**src/rtl/imm_ext_pkg.sv**
```systemverilog
// Shared opcodes, format codes and helpers for the immediate-extension stage.
// Imported by the decode core and the buffered top level.
package imm_ext_pkg;

    localparam logic [6:0] OPC_LOAD    = 7'b0000011;
    localparam logic [6:0] OPC_OPIMM   = 7'b0010011;
    localparam logic [6:0] OPC_OPIMM32 = 7'b0011011;
    localparam logic [6:0] OPC_JALR    = 7'b1100111;
    localparam logic [6:0] OPC_STORE   = 7'b0100011;
    localparam logic [6:0] OPC_BRANCH  = 7'b1100011;
    localparam logic [6:0] OPC_LUI     = 7'b0110111;
    localparam logic [6:0] OPC_AUIPC   = 7'b0010111;
    localparam logic [6:0] OPC_JAL     = 7'b1101111;
    localparam logic [6:0] OPC_OP      = 7'b0110011;
    localparam logic [6:0] OPC_SYSTEM  = 7'b1110011;
    localparam logic [6:0] OPC_FENCE   = 7'b0001111;

    localparam logic [2:0] FMT_R = 3'd0;
    localparam logic [2:0] FMT_I = 3'd1;
    localparam logic [2:0] FMT_S = 3'd2;
    localparam logic [2:0] FMT_B = 3'd3;
    localparam logic [2:0] FMT_U = 3'd4;
    localparam logic [2:0] FMT_J = 3'd5;
    localparam logic [2:0] FMT_Z = 3'd6;

    localparam int BUF_DEPTH = 2;

    function automatic logic [31:0] sext12(input logic [11:0] v);
        return {{20{v[11]}}, v};
    endfunction

endpackage

```
**src/rtl/imm_ext_stage_if.sv**
```systemverilog
// Fetch-side push channel and decode-side pop channel of the immediate stage.
// The stage is the slave; the producer/consumer pair is the master.
interface imm_ext_stage_if #(
    parameter int XLEN  = 32,
    parameter int TAG_W = 32
);
    logic             in_valid;
    logic             in_ready;
    logic [31:0]      instr;
    logic [TAG_W-1:0] in_tag;
    logic             out_valid;
    logic             out_ready;
    logic [XLEN-1:0]  immediate;
    logic [2:0]       fmt;
    logic             illegal;
    logic [TAG_W-1:0] out_tag;

    modport slave (
        input  in_valid, instr, in_tag, out_ready,
        output in_ready, out_valid, immediate, fmt, illegal, out_tag
    );

    modport master (
        output in_valid, instr, in_tag, out_ready,
        input  in_ready, out_valid, immediate, fmt, illegal, out_tag
    );
endinterface

```
**src/rtl/imm_ext_core.sv**
```systemverilog
// Combinational format decode and immediate extension of one instruction.
// Unsupported opcodes report illegal with format R and a zero immediate.
module imm_ext_core
    import imm_ext_pkg::*;
#(
    parameter int XLEN = 32
) (
    input  logic [31:0]     instr_i,
    output logic [XLEN-1:0] imm_o,
    output logic [2:0]      fmt_o,
    output logic            illegal_o
);

    logic [31:0] imm32;

    always_comb begin
        fmt_o     = FMT_R;
        illegal_o = 1'b0;
        case (instr_i[6:0])
            OPC_LOAD, OPC_OPIMM, OPC_JALR, OPC_FENCE: fmt_o = FMT_I;
            OPC_OPIMM32: begin
                if (XLEN == 64) fmt_o = FMT_I;
                else            illegal_o = 1'b1;
            end
            OPC_STORE:          fmt_o = FMT_S;
            OPC_BRANCH:         fmt_o = FMT_B;
            OPC_LUI, OPC_AUIPC: fmt_o = FMT_U;
            OPC_JAL:            fmt_o = FMT_J;
            OPC_OP:             fmt_o = FMT_R;
            OPC_SYSTEM:         fmt_o = instr_i[14] ? FMT_Z : FMT_I;
            default:            illegal_o = 1'b1;
        endcase

        // Everything is formed as a 32-bit signed value; Z stays non-negative.
        imm32 = '0;
        case (fmt_o)
            FMT_I: imm32 = sext12(instr_i[31:20]);
            FMT_S: imm32 = sext12({instr_i[31:25], instr_i[11:7]});
            FMT_B: imm32 = {{19{instr_i[31]}}, instr_i[31], instr_i[7],
                            instr_i[30:25], instr_i[11:8], 1'b0};
            FMT_U: imm32 = {instr_i[31:12], 12'b0};
            FMT_J: imm32 = {{11{instr_i[31]}}, instr_i[31], instr_i[19:12],
                            instr_i[20], instr_i[30:21], 1'b0};
            FMT_Z: imm32 = {27'b0, instr_i[19:15]};
            default: imm32 = '0;
        endcase
    end

    assign imm_o = XLEN'($signed(imm32));

endmodule

```
**src/rtl/imm_ext_stage.sv**
```systemverilog
// Registered immediate extender between fetch and decode with a 2-entry skid buffer.
// Extended fields are stored at push; in_ready depends only on the stored count.
module imm_ext_stage
    import imm_ext_pkg::*;
#(
    parameter int XLEN  = 32,
    parameter int TAG_W = 32,
    parameter int DEPTH = 2
) (
    input  logic            clk,
    input  logic            rst,
    input  logic            flush,
    imm_ext_stage_if.slave  bus
);

    if (DEPTH != BUF_DEPTH) begin : g_depth_chk
        $error("imm_ext_stage: DEPTH must be 2");
    end
    if (XLEN != 32 && XLEN != 64) begin : g_xlen_chk
        $error("imm_ext_stage: XLEN must be 32 or 64");
    end

    logic [XLEN-1:0] ext_imm;
    logic [2:0]      ext_fmt;
    logic            ext_ill;

    imm_ext_core #(.XLEN(XLEN)) u_core (
        .instr_i   (bus.instr),
        .imm_o     (ext_imm),
        .fmt_o     (ext_fmt),
        .illegal_o (ext_ill)
    );

    logic [XLEN-1:0]  imm_q [BUF_DEPTH];
    logic [2:0]       fmt_q [BUF_DEPTH];
    logic             ill_q [BUF_DEPTH];
    logic [TAG_W-1:0] tag_q [BUF_DEPTH];
    logic             wptr_q, wptr_d;
    logic             rptr_q, rptr_d;
    logic [1:0]       count_q, count_d;
    logic             push, pop;

    assign bus.in_ready  = (count_q != 2'd2);
    assign bus.out_valid = (count_q != 2'd0);
    assign push = bus.in_valid & bus.in_ready;
    assign pop  = bus.out_valid & bus.out_ready;

    always_comb begin
        wptr_d  = push ? ~wptr_q : wptr_q;
        rptr_d  = pop  ? ~rptr_q : rptr_q;
        count_d = count_q + 2'(push) - 2'(pop);
    end

    always_ff @(posedge clk) begin
        if (rst) begin
            count_q <= 2'd0;
            wptr_q  <= 1'b0;
            rptr_q  <= 1'b0;
            for (int i = 0; i < BUF_DEPTH; i++) begin
                imm_q[i] <= '0;
                fmt_q[i] <= '0;
                ill_q[i] <= 1'b0;
                tag_q[i] <= '0;
            end
        end else if (flush) begin
            // Stored payloads are left as-is; they are unobservable once count is 0.
            count_q <= 2'd0;
            wptr_q  <= 1'b0;
            rptr_q  <= 1'b0;
        end else begin
            if (push) begin
                imm_q[wptr_q] <= ext_imm;
                fmt_q[wptr_q] <= ext_fmt;
                ill_q[wptr_q] <= ext_ill;
                tag_q[wptr_q] <= bus.in_tag;
            end
            count_q <= count_d;
            wptr_q  <= wptr_d;
            rptr_q  <= rptr_d;
        end
    end

    assign bus.immediate = imm_q[rptr_q];
    assign bus.fmt       = fmt_q[rptr_q];
    assign bus.illegal   = ill_q[rptr_q];
    assign bus.out_tag   = tag_q[rptr_q];

endmodule
```
**src/flat_wrapper.sv**
```systemverilog
// flat-port wrapper written by rule: the top's interface ports become plain ports
module imm_ext_stage_flat import imm_ext_pkg::*;
#(
    parameter int XLEN  = 32,
    parameter int TAG_W = 32,
    parameter int DEPTH = 2
)
  (clk, rst, flush, bus_in_valid, bus_instr, bus_in_tag, bus_out_ready, bus_in_ready, bus_out_valid, bus_immediate, bus_fmt, bus_illegal, bus_out_tag);
  imm_ext_stage_if #(.XLEN(XLEN), .TAG_W(TAG_W)) bus_i ();
  input  logic clk;
  input  logic rst;
  input  logic flush;
  input wire logic [$bits(bus_i.in_valid)-1:0] bus_in_valid;
  input wire logic [$bits(bus_i.instr)-1:0] bus_instr;
  input wire logic [$bits(bus_i.in_tag)-1:0] bus_in_tag;
  input wire logic [$bits(bus_i.out_ready)-1:0] bus_out_ready;
  output wire logic [$bits(bus_i.in_ready)-1:0] bus_in_ready;
  output wire logic [$bits(bus_i.out_valid)-1:0] bus_out_valid;
  output wire logic [$bits(bus_i.immediate)-1:0] bus_immediate;
  output wire logic [$bits(bus_i.fmt)-1:0] bus_fmt;
  output wire logic [$bits(bus_i.illegal)-1:0] bus_illegal;
  output wire logic [$bits(bus_i.out_tag)-1:0] bus_out_tag;
  assign bus_i.in_valid = bus_in_valid;
  assign bus_i.instr = bus_instr;
  assign bus_i.in_tag = bus_in_tag;
  assign bus_i.out_ready = bus_out_ready;
  assign bus_in_ready = bus_i.in_ready;
  assign bus_out_valid = bus_i.out_valid;
  assign bus_immediate = bus_i.immediate;
  assign bus_fmt = bus_i.fmt;
  assign bus_illegal = bus_i.illegal;
  assign bus_out_tag = bus_i.out_tag;
  imm_ext_stage #(.XLEN(XLEN), .TAG_W(TAG_W), .DEPTH(DEPTH)) u_core (.clk(clk), .rst(rst), .flush(flush), .bus(bus_i));
endmodule
```
**config.mk**
```make
export PLATFORM = sky130hd
export DESIGN_NAME = imm_ext_stage_flat
export DESIGN_NICKNAME = d
export VERILOG_FILES = /design/src/rtl/imm_ext_pkg.sv /design/src/rtl/imm_ext_stage_if.sv /design/src/rtl/imm_ext_core.sv /design/src/rtl/imm_ext_stage.sv /design/src/flat_wrapper.sv
export SDC_FILE = /design/constraint.sdc
export NUM_CORES = 1
export LEC_CHECK = 0
export BUFFER_PORTS_ARGS = -buffer_cell sky130_fd_sc_hd__buf_2
export CAP_MARGIN = 25
export CORE_MARGIN = 1.5
export CORE_UTILIZATION = 55
export DETAILED_ROUTE_END_ITERATION = 16
export GPL_ROUTABILITY_DRIVEN = 0
export PLACE_DENSITY = 0.8
export SLEW_MARGIN = 30
export SYNTH_ARGS = -nofsm -noshare
export SYNTH_HDL_FRONTEND = slang
export SYNTH_SLANG_ARGS = --single-unit
export TNS_END_PERCENT = 5
```
**constraint.sdc**
```tcl
create_clock -name clk -period 4 [get_ports clk]
set_clock_uncertainty 0.1 [all_clocks]
set_input_delay 0.4 -clock clk [delete_from_list [all_inputs] [get_ports clk]]
set_output_delay 0.4 -clock clk [all_outputs]
set_load 0.05 [all_outputs]
```
Word-level counts from Yosys, hierarchy flattened

Memories as Yosys holds them, arrays and structs flattened. A register that Yosys moved wholly into a read port is not among the register bits.
Index checks and enable logic that the tools add are counted.

RAM bits: 136
Logic and storage cells: 70
Bits of input ports: 69
Output and inout port bits: 70
Memories: 4
Bits in registers: 4

Memories:

| memory       | depth | bits a word | rd ports | clocked after memory_dff | wr ports | RTL line            | RTL |
|---|---|---|---|---|---|---|---|
| u_core.imm_q | 2     | 32          | 1        | 1                        | 2        | imm_ext_stage.sv:34 | `logic [XLEN-1:0] imm_q [BUF_DEPTH];` |
| u_core.tag_q | 2     | 32          | 1        | 1                        | 2        | imm_ext_stage.sv:37 | `logic [TAG_W-1:0] tag_q [BUF_DEPTH];` |
| u_core.fmt_q | 2     | 3           | 1        | 1                        | 2        | imm_ext_stage.sv:35 | `logic [2:0] fmt_q [BUF_DEPTH];` |
| u_core.ill_q | 2     | 1           | 1        | 1                        | 2        | imm_ext_stage.sv:36 | `logic ill_q [BUF_DEPTH];` |

Reduce and logical (&&, ||, !) cells: 9
Bitwise gates (word level): 4
Equal/unequal tests: 18
Add/sub/neg operators: 2
Multiplexer cells: 30

Operator list:

| cell                                          | count |
|---|---|
| case mux 32 bit (6 select lines)              | 1 |
| two-way mux 32 bit                            | 2 |
| OR reduction 32 bit                           | 2 |
| == test 7 bit, second input constant          | 4 |
| two-way mux 1 bit                             | 24 |
| == test 7 x 6 -> 1 bit, second input constant | 3 |
| case mux 3 bit (6 select lines)               | 1 |
| == test 7 x 5 -> 1 bit, second input constant | 2 |
| OR reduction 11 bit                           | 1 |
| == test 3 bit, second input constant          | 3 |
| == test 7 x 2 -> 1 bit, second input constant | 1 |
| == test 7 x 4 -> 1 bit, second input constant | 1 |
| == test 3 x 2 -> 1 bit, second input constant | 2 |
| two-way mux 3 bit                             | 2 |
| OR reduction 2 bit                            | 2 |
| OR reduction 4 bit                            | 1 |
| == test 3 x 1 -> 1 bit, second input constant | 1 |
| OR reduction 3 bit                            | 1 |
| adder 2 x 1 -> 2 bit                          | 1 |
| AND 1 bit                                     | 2 |
| != test 2 bit, second input constant          | 1 |
| inverter 1 bit                                | 2 |
| nonzero test 2 bit                            | 1 |
| subtractor 2 x 1 -> 2 bit                     | 1 |
| OR reduction 1 bit                            | 1 |

Logic depth before layout (Yosys ltp)

Gate-level depths: netlist of the first run.

Word-level depth: 8
Mapped depth: 8
Gate-level depth less buffers: 8

By module

A second synthesis of the first run with hierarchy kept.

Cells, all modules: 485
Area total of the unflattened synthesis: 6,735.2 sq um

By module, submodules not included:

| module        | area an instance (sq um) | cells each | times used | sequential area each (sq um) |
|---|---|---|---|---|
| imm_ext_stage | 6,145.9                  | 392        | 1          | 4,184.0 |
| imm_ext_core  | 589.3                    | 93         | 1          | 0.0 |

Worst setup path after synthesis of the first run

OpenSTA, ideal clock, no wires.

Kind: reg2reg
Start: register u_core.count_q[0]
End: memory u_core.fmt_q[1][0] (enable)
Path slack: 0.466 ns
Buffers on the path: 1
Data arrival time: 2.996 ns
Data required time: 3.463 ns
Clock period less this slack: 3.534 ns
Cell stages (with the launch flop): 6
Library setup time: 0.437 ns
Path through: dfxtp_1 nand2b_1 and2_1 buf_2 nand3_1 nand2b_1

RTL lines:

| element                | RTL line            | RTL |
|---|---|---|
| from (decl)            | imm_ext_stage.sv:40 | `logic [1:0] count_q, count_d;` |
| from (signal assigned) | imm_ext_stage.sv:77 | `count_q <= count_d;` |
| to (decl)              | imm_ext_stage.sv:35 |  |

==> summary.md, run 1 <==
| Metric | Value |
|---|---|
| Root Driver | clkbuf_16 |
| CTS tree | built |
| Vias in the first global route | 4,545 |
| Multi-input logic area | 0.002263 mm^2 |
| Final std cells w/o fill | 776 |
| Port Buf Inserts | 138 |
| Avg Inst Size Synth | 13.52 um^2 |
| CTS Buf Count | 17 |
| CP startpoint kind | flop |
| Post-CTS setup buffer count | 0 |
| Die X | approximately 110 um |
| Yosys warnings | 0 |
| Final setup vio count | 0 |
| Slew HR | a little under two fifths |
| RSZ-0062 raised after global routing | false |
| Crit path DAT | 2.76 ns |
| Register area | 0.004188 mm^2 |
| Htree depth | 4 |
| Worst EP required | 4.00 ns |
| Maximum clock insertion buffer count | 2 |
| Crit-path cells | nand2b_1 > and2_1 > nand3b_2 > nand2b_4 > buf_12 |
| DRC viols | 0 |
| Pre-CTS setup slack | between 1 and 1.5 ns |
| Clk_lat worst skew | 0.41 ns |
| CP max-delay cell | nand2b_4 |
| DR vias | approximately 4,400 |
| FMAX | 0.3627 GHz |
| P_leak | 3.259 nW |
| Core Box Area | 0.01156 mm^2 |
| Fin. max-slew vios | 0 |
| Post-route clock period utilization | between 60 and 70% |
| Global-route wire length before repair | 22,290 um |
| Most used flip-flop cell after synthesis | edfxtp_1 |
| Hold_ws | 0.1193 ns |
| Syn nets | between 500 and 600 |
| Post-CTS resize count | 0 |
| I/O Pins | 139 |
| Setup TNS | 0 ns |
| Post-Synthesis Cells | 490 |
| Post-layout util | ~70% |
| Fin nets | 691 |
| FFs w/ async S/R, synth | 0% |
| DP Area | 0.007377 mm^2 |
| DP Cell Count | around 740 |
| Ant. Diodes | 0 |
| Post-Route WL | approximately 14,000 um |
| Die area | about 0.013 mm^2 |
| Post-synth EDFFs | 136 |
| Total Power | a little under 4 mW |
| Initial antenna violation count | 0 |
| WS Path Type | flop to flop |
| CTS sink count | 141 |
| Area growth from synthesis to layout | 22.16% |
| Layout cell share with drive strength beyond 1 | 42.02% |
| Max Cap Viol | 0 |
| Hpwl dp | 8989 um |
| Final Critical Period | between 2 and 3 ns |
| Starting Density | between 50% and 60% |
| Final Hold Vio Count | 0 |
| Fillers | 800 |
| Chip height | 112.7 um |
| Crit. End Element | flop |
| Vias per cell | 5.662 |
| CTS clk-pin slew, worst paths | around 0.06 ns |
| Actual slew at the worst max-slew pin | roughly 0.93 ns |
| Design Area, Final | 0.008090 mm^2 |
| PnR worst setup slack | 1.243 ns |
| WL per Instance | around 19 um |
| Hold_buf cts | 0 |
| Drt pass-1 iters | 6 |
| Crit-path max FO | 36 |
| Largest net degree at the start of global routing | a little under 70 |
| Netlist Area Pre-Place | 0.006623 mm^2 |
| Worst hold path type | primary input to flop |
| CP max stage delay | roughly 0.70 ns |
| Outcome | finished, final reports clean |
| Seq/Total Area, Yosys | 63.18% |
| Final ANT Viol Nets | 0 |
| Grt total ovfl | 0 |
| Number of synthesized register bits | between 100 and 150 |
| Starting DRT DRC Count | 266 |
| Power Density | 488.8 mW/mm^2 |
| Cell row count | 39 |
| Count of cell types in the netlist | 52 |
| GRT Util Overall | between 20% and 30% |
| Worst VDD drop | about 0.25 mV |
[flip-flops by register name, summed over array words and instances (netlist names), named ones only]
name / flops
u_core.count_q: 2
u_core.fmt_q: 6
u_core.ill_q: 2
u_core.imm_q: 64
u_core.rptr_q: 1
u_core.tag_q: 64
u_core.wptr_q: 1
[metal layers]
metal	wire [um]	GRT usage (%)	part of all wire [%]	up-vias
li1	-	-	-	2071
met1	5707	27.80	40	2127
met2	7535	41.67	52	180
met3	971	4.767	6.7	16
met4	179	8.692	1.2	0
met5	0	0	0	-
[where the power goes]
group / internal, mW / switching [mW] / total [mW]
clock: 1.20 / 0.576 / 1.78
combinational: 0.136 / 0.323 / 0.460
sequential: 1.69 / 0.0280 / 1.72
total: 3.03 / 0.927 / 3.95
[cell usage after synthesis, types with 2 or more instances]
cell type | instances | share of area [%]
o22ai_1 | 2 | 0.19
nor3_1 | 7 | 0.53
or2_2 | 2 | 0.19
nand2_1 | 27 | 1.5
nor2_1 | 16 | 0.91
mux2_2 | 68 | 12
and2_1 | 68 | 6.4
xnor2_1 | 4 | 0.53
dfxtp_1 | 5 | 1.5
nand3_1 | 3 | 0.23
buf_6 | 4 | 0.68
clkbuf_1 | 20 | 1.1
buf_1 | 2 | 0.11
buf_4 | 3 | 0.34
buf_2 | 6 | 0.45
a22o_2 | 4 | 0.60
nor2b_1 | 5 | 0.47
or3_1 | 2 | 0.19
ha_1 | 2 | 0.38
nand2b_1 | 4 | 0.38
and3_1 | 16 | 1.5
inv_1 | 3 | 0.17
nor2_4 | 2 | 0.34
a22o_1 | 4 | 0.53
a211oi_1 | 2 | 0.23
and3b_1 | 2 | 0.26
edfxtp_1 | 136 | 62
a21oi_1 | 47 | 3.6
[final cells by class]
| cell class | instances | area share (%) |
|---|---|---|
| inverters | 3 | 0.1392 |
| flip-flops and latches | 141 | 51.76 |
| well taps | 143 | 2.212 |
| multi-input cells | 311 | 27.98 |
| clock inverters | 11 | 2.629 |
| repair buffers | 146 | 9.589 |
| clock buffers | 21 | 5.691 |
[critical path, delay by kind of cell, from the launching register on]
family / cells / cell delay, ns
buffers and inverters: 1 / 0.28
DFF: 1 / 0.34
and+or+nand+nor: 4 / 1.69
[logic make-up (layout without fill, tap and decap cells)]
kind of cell | after synthesis | count (layout) | synth area share, %
adder cells (fa/ha/maj) | 2 | 2 | 0.3778
AO/OA/AOI/OAI | 72 | 72 | 6.934
multiplexers | 68 | 68 | 11.56
buffers and inverters | 38 | 181 | 2.891
flip-flops | 141 | 141 | 63.18
XOR/XNOR | 5 | 5 | 0.6612
AND/OR/NAND/NOR | 164 | 164 | 14.40
[path summary, 6_finish.rpt]
path	startpoint	to	slack, ns	cells past startpoint
setup / recovery	u_core.count_q[0]	u_core.imm_q[0][4]	1.24	5
hold / removal	flush	u_core.wptr_q	0.12	2
setup reg to reg	u_core.count_q[0]	u_core.imm_q[0][4]	1.24	5
hold reg to reg	u_core.rptr_q	flop	0.48	2
[cell usage in the layout (no fill, tap or decap), types with 3 or more instances in the layout]
cell type	n
xnor2_1	4
nand2_1	27
clkinvlp_4	3
and3_1	15
dfxtp_1	4
a22o_1	4
buf_4	6
mux2_2	68
edfxtp_1	136
clkbuf_16	17
a21oi_1	47
nor2_1	16
nor3_1	7
nand3_1	3
nor2b_1	5
buf_2	138
bufinv_16	6
and2_1	68
inv_1	3
a22o_2	4
No activity file was read; power rests on OpenSTA's default activity.
==> inputs of run 2 (changes only) <==
Clock period 4 ns to 2.9 ns, I/O delays scaled along.
==> run 2 against run 1 <==
  * Count of clock-buffer cells in the layout decreased by 4
  * Global-route usage decreased by 0.20 points
  * Final area decreased by 0.96%
  * Cell count increased by 0.39%
  * Via count increased by 1.4%
==> summary.md, run 2 (same netlist as run 1, synthesis figures left out) <==
| Metric | Value |
|---|---|
| Slew HR | 54.48% |
| Layout cell share with drive strength beyond 1 | 42.14% |
| PnR worst setup slack | 0.5409 ns |
| Hold_ws | 0.02716 ns |
| Post-CTS setup buffer count | 0 |
| CTS tree | built |
| DR vias | approximately 4,500 |
| Die area | around 0.013 mm^2 |
| Crit-path max FO | 27 |
| Chip height | 112.7 um |
| CTS clk-pin slew, worst paths | 0.06 ns |
| Most common cell after layout, fill and taps aside | buf_2 |
| Final setup vio count | 0 |
| WL per Instance | 18.47 um |
| Final Hold Vio Count | 0 |
| Area growth from synthesis to layout | 20.99% |
| WS Path Type | primary input to flop |
| GRT Util Overall | 23.05% |
| Crit. End Element | flop |
| Post-Route WL | 14,390 um |
| FMAX | 0.4239 GHz |
| Drt pass-1 iters | 5 |
| Initial antenna violation count | 0 |
| Cell row count | 39 |
| Fin. max-slew vios | 0 |
| Top Registers | u_core.imm_q x64, u_core.tag_q x64, u_core.fmt_q x6 |
| Grt total ovfl | 0 |
| Worst hold path type | primary input to flop |
| Vias in the first global route | 4,467 |
| Post-route clock period utilization | 81.35% |
| Ant. Diodes | 0 |
| Fin nets | 694 |
| Die X | between 100 and 150 um |
| Hpwl dp | just over 9000 um |
| Core Box Area | 0.01156 mm^2 |
| Post-CTS resize count | 0 |
| Worst EP required | 3.07 ns |
| Max Cap Viol | 0 |
| Fillers | 822 |
| Worst VDD drop | 0.3746 mV |
| P_leak | 3.226 nW |
| I/O Pins | 139 |
| Port Buf Inserts | 138 |
| Outcome | finished, final reports clean |
| Pre-CTS setup slack | 0.6578 ns |
| CTS sink count | 141 |
| Final ANT Viol Nets | 0 |
| RSZ-0062 raised after global routing | false |
| Starting Density | 57.26% |
| Actual slew at the worst max-slew pin | 0.6829 ns |
| Starting DRT DRC Count | 389 |
| DRC viols | 0 |
| Clk_lat worst skew | 0.41 ns |
| Global-route wire length before repair | 22,360 um |
| Vias per cell | about 5.7 |
| Htree depth | 4 |
| CTS Buf Count | 17 |
| Crit path DAT | approximately 2.5 ns |
| Largest net degree at the start of global routing | 42 |
| Maximum clock insertion buffer count | 2 |
| Root Driver | clkbuf_16 |
| Commonest cells after routing, fill and taps aside | buf_2 (138), edfxtp_1 (136), and2_1 (68), mux2_2 (68), a21oi_1 (47) |
| CP startpoint kind | primary input |
| Power Density | 637.1 mW/mm^2 |
| Final Critical Period | 2.359 ns |
-- run 2: worst paths after layout --
kind / startpoint / end / slack (ns) / depth (start not counted)
worst max register to register: u_core.count_q[0] / u_core.tag_q[1][29] / 0.64 / 5
worst max-delay path: flush / u_core.tag_q[1][29] / 0.54 / 6
worst min register to register: u_core.rptr_q / flop / 0.45 / 2
worst min-delay path: rst / flop / 0.03 / 2
-- run 2: final cells by class --
type	instances	area [um^2]	area share, %
clock inverter	15	148.9	1.858
multi-input combinational	311	2262	28.23
timing repair buffer	149	800.8	9.994
inverter	3	11.26	0.1405
clock buffer	17	425.4	5.309
tap	143	178.9	2.233
sequential	141	4185	52.23
-- run 2: per-layer routing --
| layer | part of all wire, % | vias up | global-route usage [%] |
|---|---|---|---|
| met4 | 1.6 | 0 | 7.932 |
| met3 | 5.8 | 22 | 4.339 |
| met2 | 51 | 181 | 39.72 |
| met1 | 42 | 2175 | 29.58 |
| met5 | 0 | - | 0 |
| li1 | - | 2079 | - |
-- run 2: power breakdown --
group,switching (mW),internal [mW]
sequential,0.0261,2.33
combinational,0.460,0.190
clock,0.837,1.26
total,1.32,3.78
-- run 2: metrics by stage --
stage / utilization, % / instances / total power, mW / setup TNS, ns / cell area, um^2
3_3_place_gp: 64.23 / 746 / 3.029 / 0 / 7428
5_1_grt: 69.28 / 779 / 5.255 / 0 / 8013
2_1_floorplan: - / 490 / 2.867 / -35.68 / 6625
4_1_cts: 69.28 / 779 / 5.122 / 0 / 8013
3_5_place_dp: 64.23 / 746 / 3.049 / 0 / 7428
6_report: 69.28 / 779 / 5.105 / 0 / 8013
-- run 2: what timing repair did --
action	CTS	global route
setup endpoints to repair	0	0
hold endpoints to repair	1	0
hold buffers	1	0
-- run 2: critical path, cell delays in order --
cell           delay, ns
dlygate4sd3_1       0.54
buf_2               0.16
nor2_1              0.31
and3_1              0.66
buf_4               0.38
and2_1              0.18
==> inputs of run 3 (changes only) <==
Clock period 2.9 ns to 2.4 ns, I/O delays scaled along.
==> run 3 against run 2 <==
  * Critical path type is now flop to output pin
  * Highest routed layer unchanged
  * Total power rose by 17%
  * Critical endpoint is now bus_immediate[4]
  * Routed wire length is 0.19% higher
  * Final area increased by 1.1%
  * Clock power rose by 10%
  * Via count rose by 0.36%
  * Register-to-register slack got worse by 0.38 ns
  * Largest cell class unchanged
==> summary.md, run 3 (same netlist as run 1, synthesis figures left out) <==
| Metric | Value |
|---|---|
| Worst EP required | around 2.1 ns |
| Crit path DAT | 1.81 ns |
| Int Power | 4.454 mW |
| Ant. Diodes | 0 |
| Layout cell share with drive strength beyond 1 | 41.14% |
| CTS Buf Count | 17 |
| DR vias | 4,473 |
| Post-CTS setup buffer count | 0 |
| Vias per cell | 5.648 |
| Port Buf Inserts | 138 |
| Commonest cells after routing, fill and taps aside | buf_2 (138), edfxtp_1 (136), and2_1 (68), mux2_2 (68), a21oi_1 (47) |
| CTS clk-pin slew, worst paths | around 0.050 ns |
| Post-layout util | 70.07% |
| Fin. max-slew vios | 0 |
| PnR worst setup slack | ~0.25 ns |
| Seq pwr share | 47.7% |
| Core Box Area | about 0.012 mm^2 |
| Crit. End Element | output pin |
| Worst hold path type | primary input to flop |
| Initial antenna violation count | 0 |
| Maximum clock insertion buffer count | 2 |
| Largest net degree at the start of global routing | 45 |
| CTS tree | built |
| Final Critical Period | roughly 2.1 ns |
| Hold_ws | 0.01202 ns |
| FMAX | about 0.47 GHz |
| Starting DRT DRC Count | approximately 270 |
| Fraction of power consumed by combinational cells | 13.6% |
| Starting Density | 57.26% |
| Worst VDD drop | 0.4851 mV |
| Crit-path max FO | 36 |
| Actual slew at the worst max-slew pin | roughly 0.64 ns |
| Htree depth | 4 |
| WL per Instance | 18.20 um |
| Most common cell after layout, fill and taps aside | buf_2 |
| Global-route wire length before repair | 22,640 um |
| Pre-CTS setup slack | between 0.15 and 0.2 ns |
| Area growth from synthesis to layout | 22.37% |
| Cell row count | 39 |
| WS Path Type | flop to output pin |
| Final ANT Viol Nets | 0 |
| Psw | 1.523 mW |
| Hpwl dp | 9461 um |
| CTS sink count | 141 |
| Grt total ovfl | 0 |
| P_leak | about 3.3 nW |
| Post-route clock period utilization | roughly nine tenths |
| DRC viols | 0 |
| Die area | about 0.013 mm^2 |
| Clk_lat worst skew | 0.41 ns |
| Clock network fraction of total power | 38.7% |
| Die X | between 100 and 150 um |
| CP startpoint kind | flop |
| Chip height | ~110 um |
| Drt pass-1 iters | 5 |
| Hold_buf cts | 9 |
| Total Power | 5.977 mW |
| Post-CTS resize count | 0 |
| Final setup vio count | 0 |
| Sw Ratio | 25.48% |
| Outcome | finished, final reports clean |
| Fin nets | 708 |
| Final Hold Vio Count | 0 |
| Slew HR | 57.51% |
| Max Cap Viol | 0 |
| Power Density | 737.5 mW/mm^2 |
| Root Driver | clkbuf_16 |
| Vias in the first global route | between 4,000 and 5,000 |
| GRT Util Overall | 23.54% |
| Post-Route WL | 14,420 um |
| Setup TNS | 0 ns |
| RSZ-0062 raised after global routing | false |
| I/O Pins | 139 |
| Top Registers | u_core.imm_q x64, u_core.tag_q x64, u_core.fmt_q x6 |
## run 3: worst max-delay path: stages (launching register included)
cell,delay [ns]
dfxtp_2,0.32
buf_4,0.42
mux2_2,0.41
buf_2,0.22
## run 3: per-stage QoR
step | std cells | area (um^2)
final | 792 | 8104
after global routing | 792 | 8104
after CTS | 792 | 8104
after detailed placement | 752 | 7501
after global placement | 752 | 7501
after floorplan | 490 | 6640
## run 3: power by group through the flow
stage                     clock network [mW]  logic [mW]  registers [mW]
final                                   2.32       0.812            2.85
after global routing                    2.42       0.858            2.86
after CTS                               2.33       0.816            2.85
after detailed placement                   0       0.801            2.90
after global placement                     0       0.786            2.89
after floorplan                            0       0.574            2.89
## run 3: final timing paths
| kind | cells after the start | startpoint | slack [ns] | endpoint |
|---|---|---|---|---|
| setup / recovery | 3 | flop | 0.25 | bus_immediate[4] |
| hold / removal | 2 | bus_in_tag[14] | 0.01 | u_core.tag_q[1][14] |
| setup reg to reg | 5 | u_core.count_q[0] | 0.26 | u_core.tag_q[0][2] |
| hold reg to reg | 2 | u_core.count_q[1] | 0.49 | u_core.count_q[1] |
## run 3: metal layers
layer  global-route usage [%]  part of all wire, %
met5                        0                    0
met4                    9.198                  1.7
met3                    5.356                  5.7
met2                    40.04                   51
met1                    29.55                   42
## run 3: layout make-up
| class | instances | area, um^2 |
|---|---|---|
| Inverter | 3 | 11.26 |
| Multi-Input combinational cell | 311 | 2265 |
| Clock inverter | 12 | 80.08 |
| Clock buffer | 19 | 432.9 |
| Tap cell | 143 | 178.9 |
| Timing Repair Buffer | 163 | 950.9 |
| Sequential cell | 141 | 4185 |
| Fill cell | 786 | 3461 |
